File: config.mk
export PLATFORM = sky130hd
export DESIGN_NAME = scmp_bus_ctl
export DESIGN_NICKNAME = d
export VERILOG_FILES = /design/src/rtl/scmp_bus_pak.sv /design/src/rtl/scmp_bus_arb.sv /design/src/rtl/scmp_bus_ctl.sv
export SDC_FILE = /design/constraint.sdc
export NUM_CORES = 1
export LEC_CHECK = 0
export CORE_MARGIN = 4
export CORE_UTILIZATION = 44
export CTS_BUF_LIST = sky130_fd_sc_hd__clkbuf_4 sky130_fd_sc_hd__clkbuf_8 sky130_fd_sc_hd__clkbuf_16
export DETAILED_ROUTE_END_ITERATION = 8
export PLACE_DENSITY = 0.81
export SLEW_MARGIN = 0
export SYNTH_ARGS = -nofsm -noshare
export SYNTH_HDL_FRONTEND = slang
export SYNTH_SLANG_ARGS = --single-unit
File: constraint.sdc
create_clock -name clk -period 3.1 [get_ports clk]
set_input_delay 0.62 -clock clk [delete_from_list [all_inputs] [get_ports clk]]
set_output_delay 0.62 -clock clk [all_outputs]
set_load 0.05 [all_outputs]
File: src/rtl/scmp_bus_pak.sv
// Shared types and constants for the SC/MP external bus cycle controller.
// The address-phase status byte carries flags in the upper nibble, A[15:12] below.
package scmp_bus_pak;

  localparam int BUS_ADDR_W  = 16;
  localparam int BUS_EXT_A_W = 12;

  localparam int FLAG_R_POS = 4;
  localparam int FLAG_I_POS = 5;
  localparam int FLAG_D_POS = 6;
  localparam int FLAG_H_POS = 7;

  typedef enum logic [2:0] {
    IDLE = 3'd0,
    ARB  = 3'd1,
    ADDR = 3'd2,
    STRB = 3'd3,
    END  = 3'd4
  } BUS_STATE_t;

  function automatic logic [7:0] status_byte(input logic f_h, input logic f_d,
                                             input logic f_i, input logic f_r,
                                             input logic [3:0] a_hi);
    logic [7:0] b;
    b = {4'h0, a_hi};
    b[FLAG_R_POS] = f_r;
    b[FLAG_I_POS] = f_i;
    b[FLAG_D_POS] = f_d;
    b[FLAG_H_POS] = f_h;
    return b;
  endfunction

endpackage

File: src/rtl/scmp_bus_arb.sv
// Daisy-chain bus arbitration: BREQ while arbitrating, grant on ENIN,
// and ENIN passed down the chain only when this master is idle with no request.
module scmp_bus_arb (
  input  logic rst_n,
  input  logic in_arb_i,
  input  logic idle_free_i,
  input  logic ext_ENIN,
  output logic ext_BREQ,
  output logic ext_ENOUT,
  output logic grant_o
);

  assign ext_BREQ  = in_arb_i;
  assign grant_o   = in_arb_i & ext_ENIN;
  assign ext_ENOUT = rst_n & ext_ENIN & idle_free_i;

endmodule

File: src/rtl/scmp_bus_ctl.sv
// SC/MP external bus cycle controller: IDLE -> [ARB] -> ADDR -> STRB -> END.
// Arbitration (ARB state, BREQ/ENIN/ENOUT) is present only when SCMP_BUS_ARB_EN is defined.
module scmp_bus_ctl
  import scmp_bus_pak::*;
#(
  parameter int STROBE_CYCLES = 2
) (
  input  logic                   clk,
  input  logic                   rst_n,
  input  logic                   bus_ADS_n,
  input  logic                   bus_RD_n,
  input  logic                   bus_WR_n,
  input  logic                   bus_F_R,
  input  logic                   bus_F_I,
  input  logic                   bus_F_D,
  input  logic                   bus_F_H,
  input  logic [BUS_ADDR_W-1:0]  addr_i,
  input  logic [7:0]             wdata_i,
  output logic                   stall,
  output logic [7:0]             rd_data,
  output logic                   rd_valid,
  output logic [BUS_EXT_A_W-1:0] ext_A,
  input  logic [7:0]             ext_D_i,
  output logic [7:0]             ext_D_o,
  output logic                   ext_D_oe,
  output logic                   ext_NADS_n,
  output logic                   ext_NRDS_n,
  output logic                   ext_NWDS_n,
  input  logic                   ext_NHOLD_n,
  output logic                   ext_BREQ,
  input  logic                   ext_ENIN,
  output logic                   ext_ENOUT,
  output logic [2:0]             dbg_state_o
);

  localparam int CNT_W = (STROBE_CYCLES > 1) ? $clog2(STROBE_CYCLES) : 1;
  localparam logic [CNT_W-1:0] CNT_LOAD = CNT_W'(STROBE_CYCLES - 1);

  BUS_STATE_t              state_q, state_d;
  logic [CNT_W-1:0]        cnt_q, cnt_d;
  logic [BUS_EXT_A_W-1:0]  ext_a_q;
  logic [7:0]              dout_q;
  logic [7:0]              wdata_q;
  logic [7:0]              rd_data_q;
  logic                    is_rd_q;
  logic                    is_wr_q;
  logic                    req;
  logic                    accept;
  logic                    grant;

  // Handshake: the sequencer presents a request with bus_ADS_n=0; it is
  // accepted in IDLE, and the sequencer holds its microinstruction while
  // stall=1, advancing on the edge that leaves END.
  assign req    = ~bus_ADS_n;
  assign accept = (state_q == IDLE) & req;

`ifdef SCMP_BUS_ARB_EN
  localparam BUS_STATE_t REQ_NEXT = ARB;

  scmp_bus_arb u_arb (
    .rst_n       (rst_n),
    .in_arb_i    (state_q == ARB),
    .idle_free_i ((state_q == IDLE) & ~req),
    .ext_ENIN    (ext_ENIN),
    .ext_BREQ    (ext_BREQ),
    .ext_ENOUT   (ext_ENOUT),
    .grant_o     (grant)
  );
`else
  localparam BUS_STATE_t REQ_NEXT = ADDR;
  logic unused_enin;

  assign unused_enin = ext_ENIN;
  assign ext_BREQ    = 1'b0;
  assign ext_ENOUT   = 1'b0;
  assign grant       = 1'b0;
`endif

  always_comb begin
    state_d = state_q;
    cnt_d   = cnt_q;
    case (state_q)
      IDLE: if (req) state_d = REQ_NEXT;
      ARB:  if (grant) state_d = ADDR;
      ADDR: begin
        if (is_rd_q | is_wr_q) begin
          state_d = STRB;
          cnt_d   = CNT_LOAD;
        end else begin
          state_d = END;
        end
      end
      // The minimum strobe width runs first; NHOLD only gates the final cycle.
      STRB: begin
        if (cnt_q != '0) cnt_d = cnt_q - 1'b1;
        else if (ext_NHOLD_n) state_d = END;
      end
      END:     state_d = IDLE;
      default: state_d = IDLE;
    endcase
  end

  always_ff @(posedge clk) begin
    if (!rst_n) begin
      state_q   <= IDLE;
      cnt_q     <= '0;
      ext_a_q   <= '0;
      dout_q    <= '0;
      wdata_q   <= '0;
      rd_data_q <= '0;
      is_rd_q   <= 1'b0;
      is_wr_q   <= 1'b0;
    end else begin
      state_q <= state_d;
      cnt_q   <= cnt_d;
      if (accept) begin
        ext_a_q <= addr_i[BUS_EXT_A_W-1:0];
        dout_q  <= status_byte(bus_F_H, bus_F_D, bus_F_I, bus_F_R,
                               addr_i[BUS_ADDR_W-1:BUS_EXT_A_W]);
        wdata_q <= wdata_i;
        is_rd_q <= ~bus_RD_n;
        is_wr_q <= ~bus_WR_n & bus_RD_n;
      end
      if ((state_q == ADDR) && is_wr_q) dout_q <= wdata_q;
      if ((state_q == STRB) && (state_d == END) && is_rd_q) rd_data_q <= ext_D_i;
    end
  end

  assign stall = rst_n & (accept | (state_q == ARB) | (state_q == ADDR) | (state_q == STRB));

  assign ext_NADS_n = ~(state_q == ADDR);
  assign ext_NRDS_n = ~((state_q == STRB) & is_rd_q);
  assign ext_NWDS_n = ~((state_q == STRB) & is_wr_q);
  // Write data stays driven through END for hold time.
  assign ext_D_oe   = (state_q == ADDR) | (((state_q == STRB) | (state_q == END)) & is_wr_q);
  assign rd_valid   = (state_q == END) & is_rd_q;

  assign ext_A       = ext_a_q;
  assign ext_D_o     = dout_q;
  assign rd_data     = rd_data_q;
  assign dbg_state_o = state_q;

endmodule
==> summary.md, run 1 <==
| Metric | Value |
|---|---|
| Status | completed |
| CP max stage cell | clkdlybuf4s50_1 |
| Ys Warns | 0 |
| Die Ht | 71.7 microns |
| Worst-margin pin slew | 0.522 ns |
| Hpwl dp | 3140 microns |
| Hold Startpoint | wdata_q[7] |
| CTS tree | done |
| WP data required | ~2.5 ns |
| Register share of total power | 0.460 |
| Design area | 0.00265 sq mm |
| Largest fanout on the critical path | 13 |
| Routed WL | 4380 microns |
| Fmax | 0.358 GHz |
| Clock-pin slew on the worst setup and hold paths | 0.07 ns |
| Sequential-to-total area share from yosys stat | 0.470 |
| Initial antenna violation count | 0 |
| Flops & latches, synth | 42 |
| Routed WL per cell | 13.4 microns |
| Cells after DPL | 319 |
| Grt ovf | 0 |
| H-tree depth | 2 |
| Core area | 0.00380 sq mm |
| Post-route minimum period | 2.79 ns |
| Total CTS buffers | 5 |
| Clk_skew | 0.00484 ns |
| CP Launch Type | flop |
| Overall die width | 71.7 microns |
| DR pass1 iterations | 4 |
| Sw Ratio | 0.317 |
| PD cells | approximately 500 mW/mm^2 |
| Vias in the first global route | 1599 |
| Number of port buffers | between 70 and 80 |
| Worst r2r src | dbg_state_o[1] |
| VDD IR max | 0.222 mV |
| Crit Path Class | reg2out |
| Power, Total | 1330 uW |
| WP buf/inv | 1 |
| Via density per instance | 5.13 |
| Worst relative slew slack | 0.651 |
| Top delay family on crit path | buffers and inverters |
| Final hold viol count | 0 |
| Site Rows | 22 |
| Max incr delay on CP | 0.82 ns |
| Share of layout cells above drive strength 1 | 0.0538 |
| Clk_lat worst skew | 0.29 ns |
| I/O Pins | 82 |
| Synth-to-layout area growth | 48.2% |
| Global Route Usage Sum | 0.175 |
| Pre-CTS WS | 0.598 ns |
| Initial DRC count | 153 |
| Commonest non-fill, non-tap cell in the layout | clkdlybuf4s50_1 |
| Hold Buf Count CTS | 0 |
| Drt drc | 0 |
| Setup Fix Bufs, Post-CTS | 0 |
| Clk network pwr share | 0.269 |
| Setup violations, final | 0 |
| Setup crit start | dbg_state_o[1] |
| Sw power | 420 uW |
| FILL cells | 314 |
| # diodes | 0 |
| Worst Slack Setup Final | 0.305 ns |
| Pint | 906 uW |
| Die area | around 0.0051 sq mm |
| Routed vias | 1679 |
| Post-synth cell types | 32 |
| Final Cycle Share | 0.902 |
| First-pass GRT wire length | around 7300 microns |
| Starting Density | 0.471 |
| Fin Setup TNS | 0 ns |
| Most frequent cells in the layout | clkdlybuf4s50_1, nand2_1, dfxtp_1 |
| Post-route ant nets | 0 |
| Largest net degree at the start of global routing | 40 |
| Gate Count Post-Synth | 208 |
| GP Congestion | 0.707 |
| Resized cells post-CTS | 0 |
| Max Transition Viols Final | 0 |
| Num Clock Sinks | 42 |
| CTS max path bufs | 2 |
| Max Cap Viol | 0 |
| Placed instance area | roughly 0.0026 sq mm |
| Crit path cell chain | nor2b_1 -> a21oi_1 -> o21ai_0 -> clkdlybuf4s50_1 |
| Leakage | just under 0.001 uW |
| RSZ-0062 raised after global routing | no |
| Post-Syn Area | ~0.0018 sq mm |
| Post-route insts no fill | 327 |
| Crit. End Element | primary output |
| Synthesized area per cell | 8.60 sq um |
| CP arrival | between 2 and 2.5 ns |
| Clk Tree Root Cell | clkbuf_8 |
| Comb pwr share | 0.271 |
| Worst Hold Class | reg2reg |
| Final #Nets | 321 |
[power by group through the flow]
stage / clock (uW) / combinational (uW) / sequential, uW
final: 357 / 359 / 609
after global routing: 399 / 384 / 616
after CTS: 371 / 362 / 610
after detailed placement: 0 / 361 / 622
after global placement: 0 / 358 / 619
after floorplan: 0 / 146 / 706
[cells in the mapped netlist]
| cell | count | share of area |
|---|---|---|
| a21boi_1 | 12 | 0.050 |
| a311oi_1 | 1 | 0.0049 |
| nor4_4 | 1 | 0.012 |
| nor4bb_1 | 1 | 0.0056 |
| nand2_1 | 45 | 0.094 |
| buf_6 | 2 | 0.013 |
| o221ai_1 | 8 | 0.039 |
| a21boi_0 | 17 | 0.071 |
| nor2b_1 | 2 | 0.0070 |
| clkbuf_2 | 2 | 0.0056 |
| or4_4 | 1 | 0.0063 |
| and3b_1 | 2 | 0.0098 |
| a21oi_1 | 6 | 0.017 |
| dfxtp_1 | 42 | 0.47 |
| buf_2 | 8 | 0.022 |
| conb_1 | 1 | 0.0021 |
| nor2_1 | 10 | 0.021 |
| a211o_1 | 1 | 0.0049 |
| inv_1 | 2 | 0.0042 |
| clkbuf_1 | 4 | 0.0084 |
| or2_2 | 1 | 0.0035 |
| o21ai_0 | 9 | 0.025 |
| and3_1 | 1 | 0.0035 |
| nor4_1 | 1 | 0.0035 |
| o211a_1 | 1 | 0.0056 |
| nor3_1 | 9 | 0.025 |
| or3_1 | 1 | 0.0035 |
| nand2b_1 | 2 | 0.0070 |
| nand3_1 | 8 | 0.022 |
| or4bb_1 | 1 | 0.0063 |
| buf_4 | 3 | 0.013 |
| nand3b_1 | 3 | 0.013 |
[stage by stage]
stage	hold WS, ns	util
2_1_floorplan	0.435	-
3_3_place_gp	0.442	0.673
3_5_place_dp	0.451	0.673
4_1_cts	0.463	0.698
5_1_grt	0.485	0.698
6_report	0.463	0.698
[sequential cells by signal (all words and copies together) (netlist names)]
signal and flops:
cnt_q 1, dbg_state_o 3, ext_A 12, ext_D_o 8, is_rd_q 1, is_wr_q 1, rd_data 8, wdata_q 8
[worst reg2reg max path: stages (launching register included)]
cell and delay (ns):
dfxtp_1 0.60, or4bb_1 0.70, o221ai_1 0.26, nor2_1 0.07
[logic make-up after synthesis]
group,share of synthesized area
other,0.00210
flip-flops,0.470
AO/OA/AOI/OAI,0.218
AND/OR/NAND/NOR,0.244
buffers and inverters,0.0658
[path summary, 6_finish.rpt]
| kind | slack, ns | to | cells after the start |
|---|---|---|---|
| worst min-delay path | 0.46 | wdata_q[7] | 2 |
| worst max-delay path | 0.31 | ext_D_oe | 4 |
| worst min register to register | 0.46 | wdata_q[7] | 2 |
| worst max register to register | 1.37 | ext_D_o[6] | 3 |
[routing by layer]
| layer | vias to the layer above | global-route usage | share of wire |
|---|---|---|---|
| li1 | 858 | - | - |
| met1 | 757 | 0.220 | 0.44 |
| met2 | 60 | 0.276 | 0.45 |
| met3 | 4 | 0.0687 | 0.11 |
| met4 | 0 | 0.0564 | 0.0066 |
| met5 | - | 0 | 0 |
[area by class of cell]
| cell class | instances | area, sq um | share of cell area |
|---|---|---|---|
| Clock inverter | 2 | 12.5 | 0.00472 |
| Timing Repair Buffer | 81 | 813 | 0.307 |
| Inverter | 2 | 7.51 | 0.00283 |
| Clock buffer | 6 | 82.6 | 0.0312 |
| Multi-Input combinational cell | 146 | 833 | 0.314 |
| Sequential cell | 42 | 841 | 0.317 |
| Tap cell | 48 | 60.1 | 0.0227 |
No activity file was read; power rests on OpenSTA's default activity.
==> run 2, diff against run 1 <==
--- a/config.mk
+++ b/config.mk
@@ -5,6 +5,7 @@
 export SDC_FILE = /design/constraint.sdc
 export NUM_CORES = 1
 export LEC_CHECK = 0
+export CAP_MARGIN = 15
 export CORE_MARGIN = 4
 export CORE_UTILIZATION = 44
 export CTS_BUF_LIST = sky130_fd_sc_hd__clkbuf_4 sky130_fd_sc_hd__clkbuf_8 sky130_fd_sc_hd__clkbuf_16
==> results of run 2 <==
Same layout as run 1: the final DEF is identical, and so are final timing and power.
==> run 3, diff against run 2 <==
--- a/config.mk
+++ b/config.mk
@@ -7,10 +7,10 @@
 export LEC_CHECK = 0
 export CAP_MARGIN = 15
 export CORE_MARGIN = 4
-export CORE_UTILIZATION = 44
+export CORE_UTILIZATION = 35
 export CTS_BUF_LIST = sky130_fd_sc_hd__clkbuf_4 sky130_fd_sc_hd__clkbuf_8 sky130_fd_sc_hd__clkbuf_16
 export DETAILED_ROUTE_END_ITERATION = 8
-export PLACE_DENSITY = 0.81
+export PLACE_DENSITY = 0.67
 export SLEW_MARGIN = 0
 export SYNTH_ARGS = -nofsm -noshare
 export SYNTH_HDL_FRONTEND = slang
==> run 3 against run 2 <==
Compared with the run above:
- sequential share of layout area shrank 0.31 points
- highest routed layer unchanged
- utilization decreased by 15 points
- via count stayed put
- combinational power increased by 1%
- critical path depth unchanged
==> summary.md, run 3 (synthesis results as in run 1) <==
| Metric | Value |
|---|---|
| Pre-CTS WS | 0.613 ns (+0.0154 ns) |
| Most frequent cells in the layout | clkdlybuf4s50_1, nand2_1, dfxtp_1 |
| Initial DRC count | 66 (-57%) |
| Post-route minimum period | 2.82 ns (+0.0225 ns) |
| Crit. End Element | primary output |
| Leakage | 0.000973 uW (+0.66%) |
| Num Clock Sinks | 42 (unchanged) |
| PD cells | 496 mW/mm^2 (-0.91%) |
| Synth-to-layout area growth | 49.7% |
| Setup violations, final | 0 (unchanged) |
| Post-route ant nets | 0 (unchanged) |
| Grt ovf | 0 (unchanged) |
| Comb pwr share | 0.275 (+0.004) |
| Overall die width | 79.5 microns (+11%) |
| Setup Fix Bufs, Post-CTS | 0 (unchanged) |
| Global Route Usage Sum | 0.145 (-0.0300) |
| Top delay family on crit path | buffers and inverters |
| Cells after DPL | 339 (+6.3%) |
| Routed wl met3 | 354 microns (-23%) |
| Register share of total power | 0.458 (-0.002) |
| Number of port buffers | 78 (unchanged) |
| Worst-margin pin slew | 0.525 ns (+0.00279 ns) |
| Max Cap Viol | 0 (unchanged) |
| Final #Nets | 322 (+0.31%) |
| Initial antenna violation count | 0 (unchanged) |
| Clk_lat worst skew | 0.29 ns (about the same) |
| CP arrival | 2.20 ns (+0.03 ns) |
| Clk_skew | 0.00208 ns (-0.00275 ns) |
| Crit path cell chain | nor2b_1 -> a21oi_1 -> o21ai_0 -> clkdlybuf4s50_1 |
| Max FFs per register | 12 (unchanged) |
| Site Rows | 25 (+14%) |
| FILL cells | 467 (+49%) |
| Worst Hold Class | reg2reg |
| WP buf/inv | 1 (unchanged) |
| Largest fanout on the critical path | 13 (unchanged) |
| CP max stage cell | clkdlybuf4s50_1 |
| Sw Ratio | 0.324 (+0.00736) |
| H-tree depth | 2 (unchanged) |
| First-pass GRT wire length | 7330 microns (+0.66%) |
| RSZ-0062 raised after global routing | no |
| Largest net degree at the start of global routing | 40 (unchanged) |
| Commonest non-fill, non-tap cell in the layout | clkdlybuf4s50_1 |
| Routed WL | 4640 microns (+5.7%) |
| Crit Path Class | reg2out |
| CTS max path bufs | 2 (unchanged) |
| CTS tree | done |
| Max Transition Viols Final | 0 (unchanged) |
| Fmax | 0.355 GHz (-0.80%) |
| Fin Setup TNS | 0 ns (unchanged) |
| Hold Buf Count CTS | 0 (unchanged) |
| Clock-pin slew on the worst setup and hold paths | 0.08 ns (about the same) |
| CP Launch Type | flop |
| Total CTS buffers | 5 (unchanged) |
| Share of layout cells above drive strength 1 | 0.0571 (+0.00338) |
| Pint | 896 uW (-1.0%) |
| WP data required | 2.48 ns (about the same) |
| VDD IR max | 0.223 mV (+0.26%) |
| # diodes | 0 (unchanged) |
| Clk Tree Root Cell | clkbuf_8 |
| GP Congestion | 0.734 (+3.7%) |
| Drt drc | 0 (unchanged) |
| Starting Density | 0.369 (-0.102) |
| DR top layer | met4 |
| Core area | 0.00485 sq mm (+28%) |
| Via density per instance | 4.84 (-5.8%) |
| Routed WL per cell | 13.4 microns (-0.35%) |
| Met2 WL | 2090 microns (+6.1%) |
| Status | completed |
| Routed vias | 1679 (unchanged) |
| Final hold viol count | 0 (unchanged) |
| Max incr delay on CP | 0.84 ns (+0.02 ns) |
| Resized cells post-CTS | 0 (unchanged) |
| Vias in the first global route | 1508 (-5.7%) |
| DR pass1 iterations | 4 (unchanged) |
| Clk network pwr share | 0.267 (-0.002) |
| Final Cycle Share | 0.909 (+0.00726) |
| Sw power | 430 uW (+2.4%) |
| Die area | 0.00632 sq mm (+23%) |
| Die Ht | 79.5 microns (+11%) |
| Hpwl dp | 3170 microns (+0.81%) |
| I/O Pins | 82 (unchanged) |
| M1 wire length | 2140 microns (+12%) |
| Worst Slack Setup Final | 0.283 ns (-0.0225 ns) |
| Post-route insts no fill | 347 (+6.1%) |
| Worst relative slew slack | 0.649 (-0.00187) |
-- run 3: routing by layer --
layer,GRT usage,up-vias
met1,0.189,764
met3,0.0553,6
li1,-,854
met5,0,-
met2,0.223,55
met4,0.0412,0
-- run 3: layout make-up --
type                            count  area, sq um  share of cell area
Sequential cell                    42          841               0.314
Inverter                            2         7.51             0.00281
Tap cell                           67         83.8              0.0313
Timing Repair Buffer               82          821               0.307
Clock buffer                        6         76.3              0.0285
Clock inverter                      2         13.8             0.00514
Multi-Input combinational cell    146          833               0.311
-- run 3: worst min-delay path, delay by kind of cell (launching register included) --
| family | cells | cell delay (ns) |
|---|---|---|
| flops | 1 | 0.31 |
| simple gates | 1 | 0.05 |
| compound gates | 1 | 0.05 |
-- run 3: worst paths after layout --
path,slack [ns],cells past startpoint,to,startpoint
min,0.45,2,ext_A[10],ext_A[10]
min reg2reg,0.45,2,ext_A[10],ext_A[10]
max reg2reg,1.38,3,ext_D_o[0],dbg_state_o[1]
max,0.28,4,ext_D_oe,dbg_state_o[1]
-- run 3: power groups by stage --
stage | Sequential [uW] | Combinational [uW] | Clock, uW
6_report | 607 | 364 | 355
3_5_place_dp | 620 | 368 | 0
3_3_place_gp | 619 | 366 | 0
4_1_cts | 608 | 369 | 367
2_1_floorplan | 706 | 146 | 0
5_1_grt | 614 | 387 | 401
-- run 3: metrics by stage --
stage | hold slack, ns | utilization | power (uW) | instance area [sq um]
floorplan | 0.435 | - | 851 | 1790
global placement | 0.440 | 0.533 | 985 | 2590
detailed placement | 0.445 | 0.533 | 988 | 2590
CTS | 0.457 | 0.552 | 1340 | 2680
global route | 0.477 | 0.552 | 1400 | 2680
finish | 0.453 | 0.552 | 1330 | 2680
